$ cat src/rtl/draw_layer_arbiter.sv
// draw_layer_arbiter: fixed-priority pixel layer mux with once-per-frame collision pulses and a frame counter
module draw_layer_arbiter #(
  parameter logic [7:0] BORDER_RGB = 8'b111_111_00,
  parameter int FRAME_CNT_W = 8
) (
  input  logic                   clk,
  input  logic                   resetN,
  input  logic                   startOfFrame,
  input  logic                   shotDrawReq,
  input  logic                   bombDrawReq,
  input  logic                   playerDrawReq,
  input  logic                   aliensDrawReq,
  input  logic                   boardersDrawReq,
  input  logic [7:0]             shotRGB,
  input  logic [7:0]             bombRGB,
  input  logic [7:0]             playerRGB,
  input  logic [7:0]             aliensRGB,
  input  logic [7:0]             BG_RGB,
  output logic [7:0]             RGBOut,
  output logic                   shotAlienHit,
  output logic                   bombPlayerHit,
  output logic                   shotBorderHit,
  output logic [FRAME_CNT_W-1:0] frameCount
);
  typedef enum logic {ARMED, FIRED} hit_state_t;
  hit_state_t state [3];
  hit_state_t state_next [3];
  logic [2:0] coinc, fire, hit;
  logic [7:0] rgb_next;
  assign coinc = {shotDrawReq & boardersDrawReq, bombDrawReq & playerDrawReq, shotDrawReq & aliensDrawReq};
  assign rgb_next = shotDrawReq     ? shotRGB   :
                    bombDrawReq     ? bombRGB   :
                    playerDrawReq   ? playerRGB :
                    aliensDrawReq   ? aliensRGB :
                    boardersDrawReq ? BORDER_RGB : BG_RGB;
  // a coincidence on startOfFrame belongs to the new frame, so it fires regardless of the old state
  always_comb begin
    for (int i = 0; i < 3; i++) begin
      fire[i] = coinc[i] & (startOfFrame | state[i] == ARMED);
      state_next[i] = coinc[i] ? FIRED : startOfFrame ? ARMED : state[i];
    end
  end
  always_ff @(posedge clk) begin
    if (!resetN) begin
      RGBOut <= 8'h00;
      hit <= 3'b000;
      frameCount <= '0;
      for (int i = 0; i < 3; i++) state[i] <= ARMED;
    end else begin
      RGBOut <= rgb_next;
      hit <= fire;
      frameCount <= frameCount + FRAME_CNT_W'(startOfFrame);
      for (int i = 0; i < 3; i++) state[i] <= state_next[i];
    end
  end
  assign shotAlienHit = hit[0];
  assign bombPlayerHit = hit[1];
  assign shotBorderHit = hit[2];
endmodule

$ cat config.mk
export PLATFORM = sky130hd
export DESIGN_NAME = draw_layer_arbiter
export DESIGN_NICKNAME = d
export VERILOG_FILES = /design/src/rtl/draw_layer_arbiter.sv
export SDC_FILE = /design/constraint.sdc
export NUM_CORES = 1
export LEC_CHECK = 0
export BUFFER_PORTS_ARGS = -buffer_cell sky130_fd_sc_hd__buf_2
export CAP_MARGIN = 20
export CORE_UTILIZATION = 41
export CTS_BUF_LIST = sky130_fd_sc_hd__clkbuf_16
export DETAILED_ROUTE_END_ITERATION = 8
export PLACE_DENSITY = 0.86
export SLEW_MARGIN = 20
export SYNTH_ARGS = -nofsm -noshare
export SYNTH_HDL_FRONTEND = slang
export SYNTH_SLANG_ARGS = --single-unit
$ cat constraint.sdc
create_clock -name clk -period 1.5 [get_ports clk]
set_clock_uncertainty 0.15 [all_clocks]
set_input_delay 0.15 -clock clk [delete_from_list [all_inputs] [get_ports clk]]
set_output_delay 0.15 -clock clk [all_outputs]
set_load 0.01 [all_outputs]
# After elaboration in Yosys (flattened, before gate mapping)

Memory sizes are Yosys's and may differ from the RTL's.
Cells that the tools add are included.

Add/sub/neg operators: 1
Multiplexer cells: 16
Bitwise operators: 15

Operators by type and width:

| cell                 | number |
|---|---|
| 2-to-1 mux 8 bit     | 5 |
| 2-to-1 mux 1 bit     | 11 |
| adder 8 x 1 -> 8 bit | 1 |
| bitwise AND 1 bit    | 6 |
| bitwise OR 1 bit     | 6 |
| inverter 1 bit       | 3 |

Flip-flop bits (word level): 19
RAM bits: 3
Logic and storage cells: 36
Memories kept: 1

Memory list:

| name  | depth | width | read ports | clocked after memory_dff | write ports | RTL line | source |
|---|---|---|---|---|---|---|---|
| state | 3     | 1     | 3          | 0                        | 3           | 26       | `hit_state_t state [3];` |

# Logic depth before layout (Yosys ltp)

Word-level depth: 5
Gate-level depth with buffers: 5
Gate-level depth less buffers: 5

# Least setup slack after synthesis

Ideal clock, no wire load.

Path kind: register to register
Start point: reg frameCount[0]
End point: reg frameCount[6]
Data arrival time: 1.229 ns
Required time: 1.279 ns
Path slack: 0.051 ns
Cell stages (with the launch flop): 6
Buffers on the path: 0
Clock period less this slack: 1.449 ns
Path through: dfxtp_1 -> ha_1 -> ha_1 -> nand2_1 -> or3_1 -> a21oi_1

Word-level cells in the longest chain between the ends: 1

Ends and longest elaborated chain:

| item                   | RTL line | source |
|---|---|---|
| start, declared        | 23       | `output logic [FRAME_CNT_W-1:0] frameCount` |
| start signal, assigned | 52       | `frameCount <= frameCount + FRAME_CNT_W'(startOfFrame);` |
| adder 8 x 1 -> 8 bit   | 52       |  |

Every way passes these cells.
A chain may end at the register's enable or synchronous reset.

# Final worst setup path

Ends and elaborated chain as after synthesis.

==> reports/results.ini <==
[outcome]
status=finished, final reports clean

[sta]
finalHoldViolations=0
worst_hold_slack_ns=0.0241
setup_tns_ns=0
slew_violations=0
slew_headroom_pct=74.0
layout_worst_path_cycle_share_pct=92.4
fin_crit_ns=1.39
rsz0062_at_grt=no
tightestPinTransition_ns=0.390
setup_viol=0
timing.fmax_ghz=0.721

[grt]
overflow=0
grt_max_degree=19
grt_pass1_wl_mm=4.51
antenna_found_initial=0
grt_pass1_vias=1090
grt.total_usage_pct=22.6

[cells_and_area]
final_common_cell=buf_2
stdcell_count=212
num_antenna_cells=0
area.growth.synth_to_final_pct=41.1
stdcell_area_um2=1490
finalNetCount=235
layout_common_cells=buf_2, dfxtp_1, nand2_1
drive_gt1_share_pct=40.8
num-fill-cells=205

[placed_design]
io_buffer_count=66
routabilityCongestion=0.839
dp_hpwl_mm=2.16
dp_cells=208
placed_area_um2=1380

[setup_path]
endpoint_kind=flip-flop
critical_path_class=flip-flop to flip-flop
reg2reg_slack_ns=0.11
crit_start=frameCount[0]
path_max_fanout=3
r2r_end=frameCount[6]
critPathArrivalTime_ns=1.41
critical_path.startpoint_type=flip-flop
rr_startpoint=frameCount[0]
worstRegToRegCells=5
required_ns=1.53

[drt]
drc=0
highest_layer=met4
wl_met2_mm=1.48
antenna_left=0
wl_met1_mm=1.14
wl_mm=2.83
met3_length_um=179
via_per_inst=5.45
drtPass1Iterations=4
wl_per_cell_um=13.4
via_count=1156
drt_iter0_drc=22

[clock_tree]
h-tree-depth=1
clock_tree.root_cell=clkbuf_16
cts_tree=built
clk_pin_slew_ns=0.05
cts-hold-fix-buffers=0
insertion_delay_ns=0.25
clk_path_buf_depth=2
postCtsSetupBuffers=0
cts_made_buffers=3
cts_sinks=22

[pwr]
leakagePower_nw=0.705
internal_power_w=0.00108
clock_power_share_pct=38.9
power_frac_seq_pct=44.8
combinationalPowerShare_pct=16.3
power_density_nw_per_um2=945
ir_drop_uv=752
switching_share_pct=22.9
switching_power_w=0.000321

[logic_synthesis]
ys_seq_elements=22
yosysWarningCount=0
syn_area_per_cell_um2=8.77
yosysSeqAreaShare_pct=41.9
synth_cell_types=30
synthesis.area_um2=1050
syn-num-nets=170
netlist_instances=120

[die]
coreArea_um2=2320
die_x_um=52.7
placementRows=17
ioPinCount=67
dieArea_um2=2770
initial_core_util_pct=45.4
die_h_um=52.7

[worst_hold_path]
min_path_type=primary input to flip-flop
hp-start=playerRGB[5]
hold_depth=3
min_to=RGBOut[5]

[run]
maxCapViolCount=0

[power groups by stage]
stage,Combinational [W],Sequential (W),Clock [W]
finish,0.000228,0.000629,0.000547
CTS,0.000223,0.000627,0.000556
floorplan,0.000101,0.000651,0
global placement,0.000212,0.000636,0
global route,0.000252,0.000632,0.000589
detailed placement,0.000219,0.000639,0
[routing by layer]
layer	up-vias	global-route usage (%)
met3	4	4.35
met2	63	42.4
met1	522	24.7
met5	-	0
met4	0	8.33
li1	567	-
[synth_stat cells]
cell | instances | share of area, %
o2111a_1 | 1 | 1.1
xnor2_1 | 1 | 0.83
o21ai_0 | 3 | 1.4
nor3b_1 | 3 | 2.1
nand3_1 | 2 | 0.95
nand4_1 | 1 | 0.59
nand3_2 | 1 | 0.95
o221ai_1 | 7 | 5.8
o311ai_1 | 1 | 0.83
a211o_1 | 5 | 4.2
a21oi_1 | 8 | 3.8
nand2_1 | 13 | 4.6
nor2_1 | 4 | 1.4
inv_1 | 8 | 2.9
dfxtp_1 | 22 | 42
a31oi_1 | 5 | 3.0
clkbuf_1 | 2 | 0.71
buf_6 | 2 | 2.1
a221oi_2 | 1 | 1.4
a221oi_1 | 1 | 0.83
ha_1 | 2 | 2.4
nand2b_1 | 5 | 3.0
nor2b_1 | 1 | 0.59
xor2_1 | 2 | 1.7
and4_1 | 2 | 1.7
buf_2 | 3 | 1.4
and2_1 | 2 | 1.2
a211oi_1 | 2 | 1.4
or3_1 | 4 | 2.4
nor3_1 | 6 | 2.9
[state kept, by name (all words and copies together), names as in the netlist]
name,count
RGBOut,8
frameCount,8
hit,3
state,3
[cell families after synthesis]
kind of cell	after synthesis	share of synthesized area, %
compound gates	34	23.8
xor+xnor	3	2.50
flops	22	41.9
simple gates	44	22.4
fa+ha+maj	2	2.38
buf+inv	15	7.13
[what timing repair did]
item	4_1_cts	5_1_grt
gates cloned	0	0
endpoints found under the setup margin	1	1
resized for setup	2	3
[worst max path at each step]
stage | endpoint | depth (start not counted) | slack (ns)
finish | frameCount[6] | 5 | 0.11
global route | frameCount[6] | 5 | 0.01
CTS | frameCount[6] | 5 | 0.007
detailed placement | frameCount[6] | 5 | 0.04
global placement | frameCount[6] | 5 | 0.1
floorplan | frameCount[6] | 5 | 0.05
[per-stage QoR]
step           utilization, %  setup slack, ns  total power, W
4_1_cts                  63.1          0.00707         0.00141
3_5_place_dp             59.5           0.0437        0.000858
2_1_floorplan               -           0.0510        0.000752
3_3_place_gp             59.5           0.0971        0.000848
5_1_grt                  64.1           0.0127         0.00147
6_report                 64.1            0.114         0.00140
[area by class of cell]
type / count / area [um^2] / area share, %
Clock inverter: 1 / 3.75 / 0.253
Clock buffer: 3 / 75.1 / 5.05
Multi-Input combinational cell: 83 / 562 / 37.8
Inverter: 8 / 30.0 / 2.02
Tap cell: 28 / 35.0 / 2.36
Sequential cell: 22 / 442 / 29.7
Timing Repair Buffer: 67 / 338 / 22.7
[worst max-delay path, cell delays in order (launching register included)]
cell and delay, ns:
dfxtp_2 0.34, ha_4 0.15, ha_4 0.14, nand2_1 0.06, or3_1 0.31, a21oi_1 0.15
No activity file was read; power rests on OpenSTA's default activity.
